<file path="src/rtl/counter_timeslot_arbiter_if.sv">
`default_nettype none
// ============================================================================
// Module   : counter_timeslot_arbiter_if
// Purpose  : Request/grant and counter status bundle for the timeslot arbiter.
// Revision : 1.0 - initial release
// ============================================================================
interface counter_timeslot_arbiter_if #(
    parameter int NREQ = 4,
    parameter int CW   = 4
);
    logic [NREQ-1:0]    req;
    logic [NREQ*CW-1:0] len;
    logic               tick_en;
    logic [NREQ-1:0]    gnt;
    logic [NREQ-1:0]    done;
    logic               busy;
    logic [CW-1:0]      cnt_q;

    modport master (
        output req, len, tick_en,
        input  gnt, done, busy, cnt_q
    );

    modport slave (
        input  req, len, tick_en,
        output gnt, done, busy, cnt_q
    );
endinterface
`default_nettype wire

</file>
<file path="src/rtl/counter_timeslot_arbiter.sv">
`default_nettype none
// ============================================================================
// Module   : counter_timeslot_arbiter
// Purpose  : Round-robin sharing of one CW-bit tick counter among NREQ clients.
// Revision : 1.0 - initial release
// ============================================================================
module counter_timeslot_arbiter #(
    parameter int NREQ = 4,
    parameter int CW   = 4
) (
    input  wire logic                  clk,
    input  wire logic                  rst,
    counter_timeslot_arbiter_if.slave  bus
);
    localparam int            IW    = (NREQ > 1) ? $clog2(NREQ) : 1;
    localparam logic [NREQ-1:0] C_ONE = NREQ'(1);

    typedef enum logic [1:0] {
        S_IDLE = 2'd0,
        S_RUN  = 2'd1,
        S_DONE = 2'd2
    } state_t;

    state_t          r_state, w_state_nxt;
    logic [NREQ-1:0] r_gnt, w_gnt_nxt;
    logic [NREQ-1:0] r_done, w_done_nxt;
    logic [CW-1:0]   r_cnt, w_cnt_nxt;
    logic [CW-1:0]   r_target, w_target_nxt;
    logic [IW-1:0]   r_win, w_win_nxt;
    logic [IW-1:0]   r_last, w_last_nxt;

    logic            w_any;
    logic [IW-1:0]   w_pick;

    // Walk from the farthest candidate back to last+1 so the nearest wins.
    always_comb begin
        int idx;
        w_any  = 1'b0;
        w_pick = '0;
        idx    = 0;
        for (int k = NREQ; k >= 1; k--) begin
            idx = (int'(r_last) + k) % NREQ;
            if (bus.req[IW'(idx)]) begin
                w_any  = 1'b1;
                w_pick = IW'(idx);
            end
        end
    end

    always_comb begin
        w_state_nxt  = r_state;
        w_gnt_nxt    = r_gnt;
        w_done_nxt   = '0;
        w_cnt_nxt    = r_cnt;
        w_target_nxt = r_target;
        w_win_nxt    = r_win;
        w_last_nxt   = r_last;
        unique case (r_state)
            S_IDLE: begin
                if (w_any) begin
                    w_state_nxt  = S_RUN;
                    w_gnt_nxt    = C_ONE << w_pick;
                    w_cnt_nxt    = '0;
                    w_target_nxt = bus.len[w_pick*CW +: CW];
                    w_win_nxt    = w_pick;
                end
            end
            S_RUN: begin
                // An abandoned request wins over a coincident terminal count.
                if (!bus.req[r_win]) begin
                    w_state_nxt = S_IDLE;
                    w_gnt_nxt   = '0;
                    w_cnt_nxt   = '0;
                    w_last_nxt  = r_win;
                end else if (r_cnt == r_target) begin
                    w_state_nxt = S_DONE;
                    w_done_nxt  = C_ONE << r_win;
                end else if (bus.tick_en) begin
                    w_cnt_nxt = r_cnt + CW'(1);
                end
            end
            S_DONE: begin
                w_state_nxt = S_IDLE;
                w_gnt_nxt   = '0;
                w_cnt_nxt   = '0;
                w_last_nxt  = r_win;
            end
            default: begin
                w_state_nxt = S_IDLE;
                w_gnt_nxt   = '0;
                w_cnt_nxt   = '0;
            end
        endcase
    end

    always_ff @(posedge clk) begin
        if (rst) begin
            r_state  <= S_IDLE;
            r_gnt    <= '0;
            r_done   <= '0;
            r_cnt    <= '0;
            r_target <= '0;
            r_win    <= '0;
            r_last   <= IW'(NREQ - 1);
        end else begin
            r_state  <= w_state_nxt;
            r_gnt    <= w_gnt_nxt;
            r_done   <= w_done_nxt;
            r_cnt    <= w_cnt_nxt;
            r_target <= w_target_nxt;
            r_win    <= w_win_nxt;
            r_last   <= w_last_nxt;
        end
    end

    assign bus.gnt   = r_gnt;
    assign bus.done  = r_done;
    assign bus.busy  = (r_state != S_IDLE);
    assign bus.cnt_q = r_cnt;
endmodule
`default_nettype wire

</file>
<file path="src/flat_wrapper.sv">
// flat-port wrapper written by rule: the top's interface ports become plain ports
module counter_timeslot_arbiter_flat 
#(
    parameter int NREQ = 4,
    parameter int CW   = 4
)
  (clk, rst, bus_req, bus_len, bus_tick_en, bus_gnt, bus_done, bus_busy, bus_cnt_q);
  counter_timeslot_arbiter_if #(.NREQ(NREQ), .CW(CW)) bus_i ();
  input  wire logic clk;
  input  wire logic rst;
  input wire logic [$bits(bus_i.req)-1:0] bus_req;
  input wire logic [$bits(bus_i.len)-1:0] bus_len;
  input wire logic [$bits(bus_i.tick_en)-1:0] bus_tick_en;
  output wire logic [$bits(bus_i.gnt)-1:0] bus_gnt;
  output wire logic [$bits(bus_i.done)-1:0] bus_done;
  output wire logic [$bits(bus_i.busy)-1:0] bus_busy;
  output wire logic [$bits(bus_i.cnt_q)-1:0] bus_cnt_q;
  assign bus_i.req = bus_req;
  assign bus_i.len = bus_len;
  assign bus_i.tick_en = bus_tick_en;
  assign bus_gnt = bus_i.gnt;
  assign bus_done = bus_i.done;
  assign bus_busy = bus_i.busy;
  assign bus_cnt_q = bus_i.cnt_q;
  counter_timeslot_arbiter #(.NREQ(NREQ), .CW(CW)) u_core (.clk(clk), .rst(rst), .bus(bus_i));
endmodule
</file>
<file path="config.mk">
export PLATFORM = sky130hd
export DESIGN_NAME = counter_timeslot_arbiter_flat
export DESIGN_NICKNAME = d
export VERILOG_FILES = /design/src/rtl/counter_timeslot_arbiter_if.sv /design/src/rtl/counter_timeslot_arbiter.sv /design/src/flat_wrapper.sv
export SDC_FILE = /design/constraint.sdc
export NUM_CORES = 1
export LEC_CHECK = 0
export BUFFER_PORTS_ARGS = -buffer_cell sky130_fd_sc_hd__buf_2
export CAP_MARGIN = 5
export CORE_MARGIN = 2
export CORE_UTILIZATION = 50
export DETAILED_ROUTE_END_ITERATION = 12
export PLACE_DENSITY = 0.82
export RECOVER_POWER = 50
export SYNTH_ARGS = -nofsm -noshare
export SYNTH_HDL_FRONTEND = slang
export SYNTH_SLANG_ARGS = --single-unit
</file>
<file path="constraint.sdc">
create_clock -name clk -period 6.5 [get_ports clk]
set_clock_uncertainty 0.2 [all_clocks]
set_input_delay 1.95 -clock clk [delete_from_list [all_inputs] [get_ports clk]]
set_output_delay 1.95 -clock clk [all_outputs]
set_load 0.01 [all_outputs]
</file>
Word-level counts from Yosys, hierarchy flattened
Cells that the tools add are included.
{"block": "classes", "addsub": 5, "order_cmp": 5, "eq_ne": 8, "shifts": 3, "n_mux": 36, "n_bitwise": 3, "n_reduce_logical": 9}
{"operator": "two-way mux 4 bit", "count": 6}
{"operator": "< comparator 2 x 4 -> 1 bit (second input constant)", "count": 4}
{"operator": "two-way mux 2 bit", "count": 8}
{"operator": "one-hot mux 4 bit (2 select lines)", "count": 2}
{"operator": "indexed part select 16 x 5 -> 4 bit", "count": 1}
{"operator": "two-way mux 1 bit", "count": 13}
{"operator": "binary-select mux 1 bit (select 2 bit)", "count": 5}
{"operator": "!= test 3 bit (second input constant)", "count": 3}
{"operator": "one-hot mux 2 bit (2 select lines)", "count": 2}
{"operator": "AND reduction 2 bit", "count": 4}
{"operator": "left shift 1 x 2 -> 4 bit (first input constant)", "count": 2}
{"operator": "adder 2 x 1 -> 2 bit (second input constant)", "count": 2}
{"operator": "adder 2 bit (second input constant)", "count": 2}
{"operator": "adder 4 x 1 -> 4 bit (second input constant)", "count": 1}
{"operator": "== test 4 bit", "count": 1}
{"operator": "nonzero test 2 bit", "count": 2}
{"operator": "OR reduction 4 bit", "count": 1}
{"operator": "< comparator 2 x 3 -> 1 bit (second input constant)", "count": 1}
{"operator": "inverter 1 bit", "count": 3}
{"operator": "AND reduction 3 bit", "count": 1}
{"operator": "== test 2 x 1 -> 1 bit (second input constant)", "count": 1}
{"operator": "== test 2 bit (second input constant)", "count": 1}
{"operator": "zero test 2 bit", "count": 1}
{"operator": "!= test 2 x 1 -> 1 bit (second input constant)", "count": 1}
{"operator": "!= test 2 bit (second input constant)", "count": 1}
{"block": "word_totals", "register_bits": 22, "inputBits": 23, "word_cells": 76}

Logic depth before layout (Yosys ltp)
{"block": "logic_depth", "depth_word": 11, "mapped_depth": 5, "mapped_depth_nobuf": 5}

Worst setup path before layout
OpenSTA, ideal clock, no wires.
{"block": "synth_timing", "kind": "input to register", "startpoint": "in bus_req[0]", "endpoint": "reg u_core.r_target[0]", "setup_ns": 0.122, "arrival_ns": 3.245, "path_slack_ns": 2.933, "stages": 5, "path_cell_list": "nor2_1 o31ai_4 nor3_4 mux2_1 a221o_1"}
{"block": "synth_between", "elab_chain_cells": 8, "elab_cells_between_ends": 22}
{"item": "start: declaration", "line_no": "flat_wrapper.sv:11", "source": "input wire logic [$bits(bus_i.req)-1:0] bus_req;"}
{"item": "binary-select mux 1 bit (select 2 bit)", "line_no": "counter_timeslot_arbiter.sv:43", "source": "if (bus.req[IW'(idx)]) begin"}
{"item": "two-way mux 1 bit (implied by the code) (2 in a row)", "line_no": "counter_timeslot_arbiter.sv:43"}
{"item": "two-way mux 2 bit or two-way mux 1 bit (tied branches) (4 in a row)", "line_no": "counter_timeslot_arbiter.sv:43"}
{"item": "indexed part select 16 x 5 -> 4 bit or AND reduction 2 bit (tied branches)"}
{"item": "end signal: assignment", "line_no": "counter_timeslot_arbiter.sv:110", "source": "r_target <= w_target_nxt;"}
{"item": "end: declaration", "line_no": "counter_timeslot_arbiter.sv:28", "source": "logic [CW-1:0] r_target, w_target_nxt;"}
Several ways; a longest one is shown, not always the timed one. The select of a mux whose other input is x is not followed.
A chain may end at the register's enable or synchronous reset.

Final worst setup path
Same ends and word-level chain as after synthesis.

==> flow_summary.toml <==
[floorplanning]
core_area_um2 = 2210
die_y_um = 52.2
fp.dieW_um = 52.2
rows = 17
initial_utilization = 0.525
dieArea_um2 = 2720
io_pins = 36

[synth]
synth-xor-area-share = 0.0528
ys_seq_area_frac = 0.379
ys_ff_latch = 22
synthMuxAreaShare = 0.106
synth_top_family_by_area = "simple AND/OR/NAND/NOR gates"
syn-num-nets = 145
synth_area_per_cell_um2 = 9.60
synth_top_area_share = 0.379
synth_top_cell_by_area = "dfxtp_1"
syn_area_um2 = 1160
yosys.cell_types.count = 41
yosys.area_share.simple = 0.258
synth_area_leaders = "dfxtp_1, nor2_1, mux2_2, xnor2_1, a221o_1"
yosysWarnings = 0
syn-instance-count = 121
synth_compound_area_frac = 0.178
synth_adder_area_share = 0.0108

[global_route]
grt_max_degree = 17
gr-total-overflow = 0
first_global_vias = 1120
grt_pass1_wl_mm = 4.44
antenna_found_initial = 0
grt_use_total = 0.217

[sta]
worst_pin_slew_ps = 1080
relSlewSlack = 0.274
hold_ws_ps = 289
tns_ps = 0
slew_violations = 0
max_freq_mhz = 250
hold_violations = 0
grt_setup_unrepaired = "false"
fin_ws_ps = 2510
period_share = 0.615
finalSetupViolations = 0
finalCriticalPeriod_ps = 3990

[flow_run]
drv_cap = 0

[setup_path]
cp_max_fo = 9
cp-end-kind = "register"
cp_num_buf_inv = 1
critPathKind = "in -> reg"
path_delay_family = "simple AND/OR/NAND/NOR gates"
critical_path_required_ps = 6510
worst_path_max_delay_cell = "nor3_1"
critPathLaunchType = "input pin"
slowest_delay_ps = 860
path_cells = "buf_2 > nor2_1 > o31ai_4 > nor3_1 > mux2_1 > a221o_1"
arrival_ps = 4000

[cts]
postCtsSetupRepairBufs = 0
clk_latency_ps = 310
cts_buffer_depth = 2
hold_buffers = 0
cts_max_level = 1
post_cts_resized = 0
cts_sinks = 22
cts_tree = "yes"
cts_root_buffer = "clkbuf_4"
numCtsBuffers = 3
clk_pin_slew_ps = 120

[finish]
final_cells = 186
diodes = 0
num-nets-final = 183
drive_above_1_share = 0.253
fin_util = 0.617
area_growth_syn_to_layout_pct = 17.6

[pwr]
p_per_area_nw_per_um2 = 268
leakagePower_nw = 0.566
peakVddDrop_mv = 0.160

[placement]
gp_congestion = 0.820
dp_worst_setup_slack_ps = 2640
dp_hpwl_mm = 2.05
port_buffers = 35
dp_cells = 182

[routing]
drtAntennaViolNets = 0
drt-total-wl_mm = 2.58
avgRoutedWirePerCell_um = 13.9
vias = 1063
via_per_inst = 5.72
first_pass_iters = 4
drtIter0Drc = 12
drc = 0

[hold_path]
hold_path_class = "reg -> reg"

[run_status]
run_status = "finished clean"
==> synth_stat cells <==
library cell,count
dfxtp_1,22
nor2_1,17
nand2_1,8
mux2_2,5
nor3b_1,5
xnor2_1,5
a221o_1,4
and3_1,4
nor3_1,4
a21oi_1,3
mux2_1,3
nand4_1,3
a211o_1,2
a22o_1,2
a32o_1,2
clkbuf_1,2
inv_1,2
nand3b_1,2
o21a_1,2
o21ai_0,2
xor2_1,2
a211oi_1,1
a21boi_0,1
and2_4,1
and3b_1,1
ha_1,1
inv_2,1
mux2i_1,1
mux4_2,1
nand3_1,1
nor2_2,1
nor2_4,1
nor2b_1,1
nor3_4,1
nor4_1,1
nor4_2,1
o21a_4,1
o221a_2,1
o221ai_1,1
o31ai_4,1
or3_2,1
==> cell families after synthesis <==
logic type | after synthesis
compound gates | 23
xor+xnor | 7
flops | 22
buf+inv | 5
mux | 10
simple gates | 53
fa+ha+maj | 1
==> state kept, by name (all words and copies together) (netlist names) <==
| signal | cells |
|---|---|
| u_core.bus.done | 4 |
| u_core.bus.gnt | 4 |
| u_core.r_state | 2 |
| u_core.r_last | 2 |
| u_core.r_target | 4 |
| u_core.bus.cnt_q | 4 |
| u_core.r_win | 2 |
==> layer usage <==
metal	routed length, um	vias to the layer above	share of wire	global-route usage
li1	-	527	-	-
met1	1080	514	0.42	0.215
met2	1390	18	0.54	0.437
met3	74	4	0.029	0.0371
met4	28	0	0.011	0.0812
met5	0	-	0	0
==> metrics by stage <==
stage          total power, mW  cell area, um2
6_report                 0.366            1370
5_1_grt                  0.388            1370
4_1_cts                  0.374            1400
3_5_place_dp             0.299            1360
3_3_place_gp             0.293            1360
2_1_floorplan            0.265            1160
==> worst paths after layout <==
path / from / depth (start not counted) / endpoint / slack, ps
max: bus_req[0] / 6 / u_core.r_target[0]$_SDFFE_PP0P_ / 2510
min: u_core.bus.gnt[0]$_SDFFE_PP0P_ / 1 / u_core.bus.gnt[0]$_SDFFE_PP0P_ / 290
max reg2reg: u_core.r_last[1]$_SDFFE_PP1P_ / 5 / u_core.r_target[0]$_SDFFE_PP0P_ / 3930
min reg2reg: u_core.bus.gnt[0]$_SDFFE_PP0P_ / 1 / u_core.bus.gnt[0]$_SDFFE_PP0P_ / 290
==> cell type report <==
type,instances,area (um2)
clock buffers,4,36.3
inverters,3,11.3
flip-flops and latches,22,440
well taps,28,35.0
repair buffers,35,160
multi-input cells,94,682
fillers,216,847
==> layout by cell type, fill, tap and decap left out, drive strengths merged, types with 2 or more instances in the layout <==
cell type  instances
nand3b             2
nor2              19
mux2               8
o21a               3
nand2              8
nand4              3
a21oi              3
nor3               5
nor3b              5
inv                3
clkbuf            16
a221o              4
xor2               2
xnor2              5
and3               4
o21ai              2
a211o              2
a32o               2
a22o               2
dfxtp             22
buf               23
nor4               2
==> where the power goes <==
group / leakage [nW] / internal, mW / switching [mW]
sequential: 0.180 / 0.152 / 0.0171
combinational: 0.365 / 0.0574 / 0.0646
clock: 0.0210 / 0.0342 / 0.0415
(Power assumes the default switching activity.)
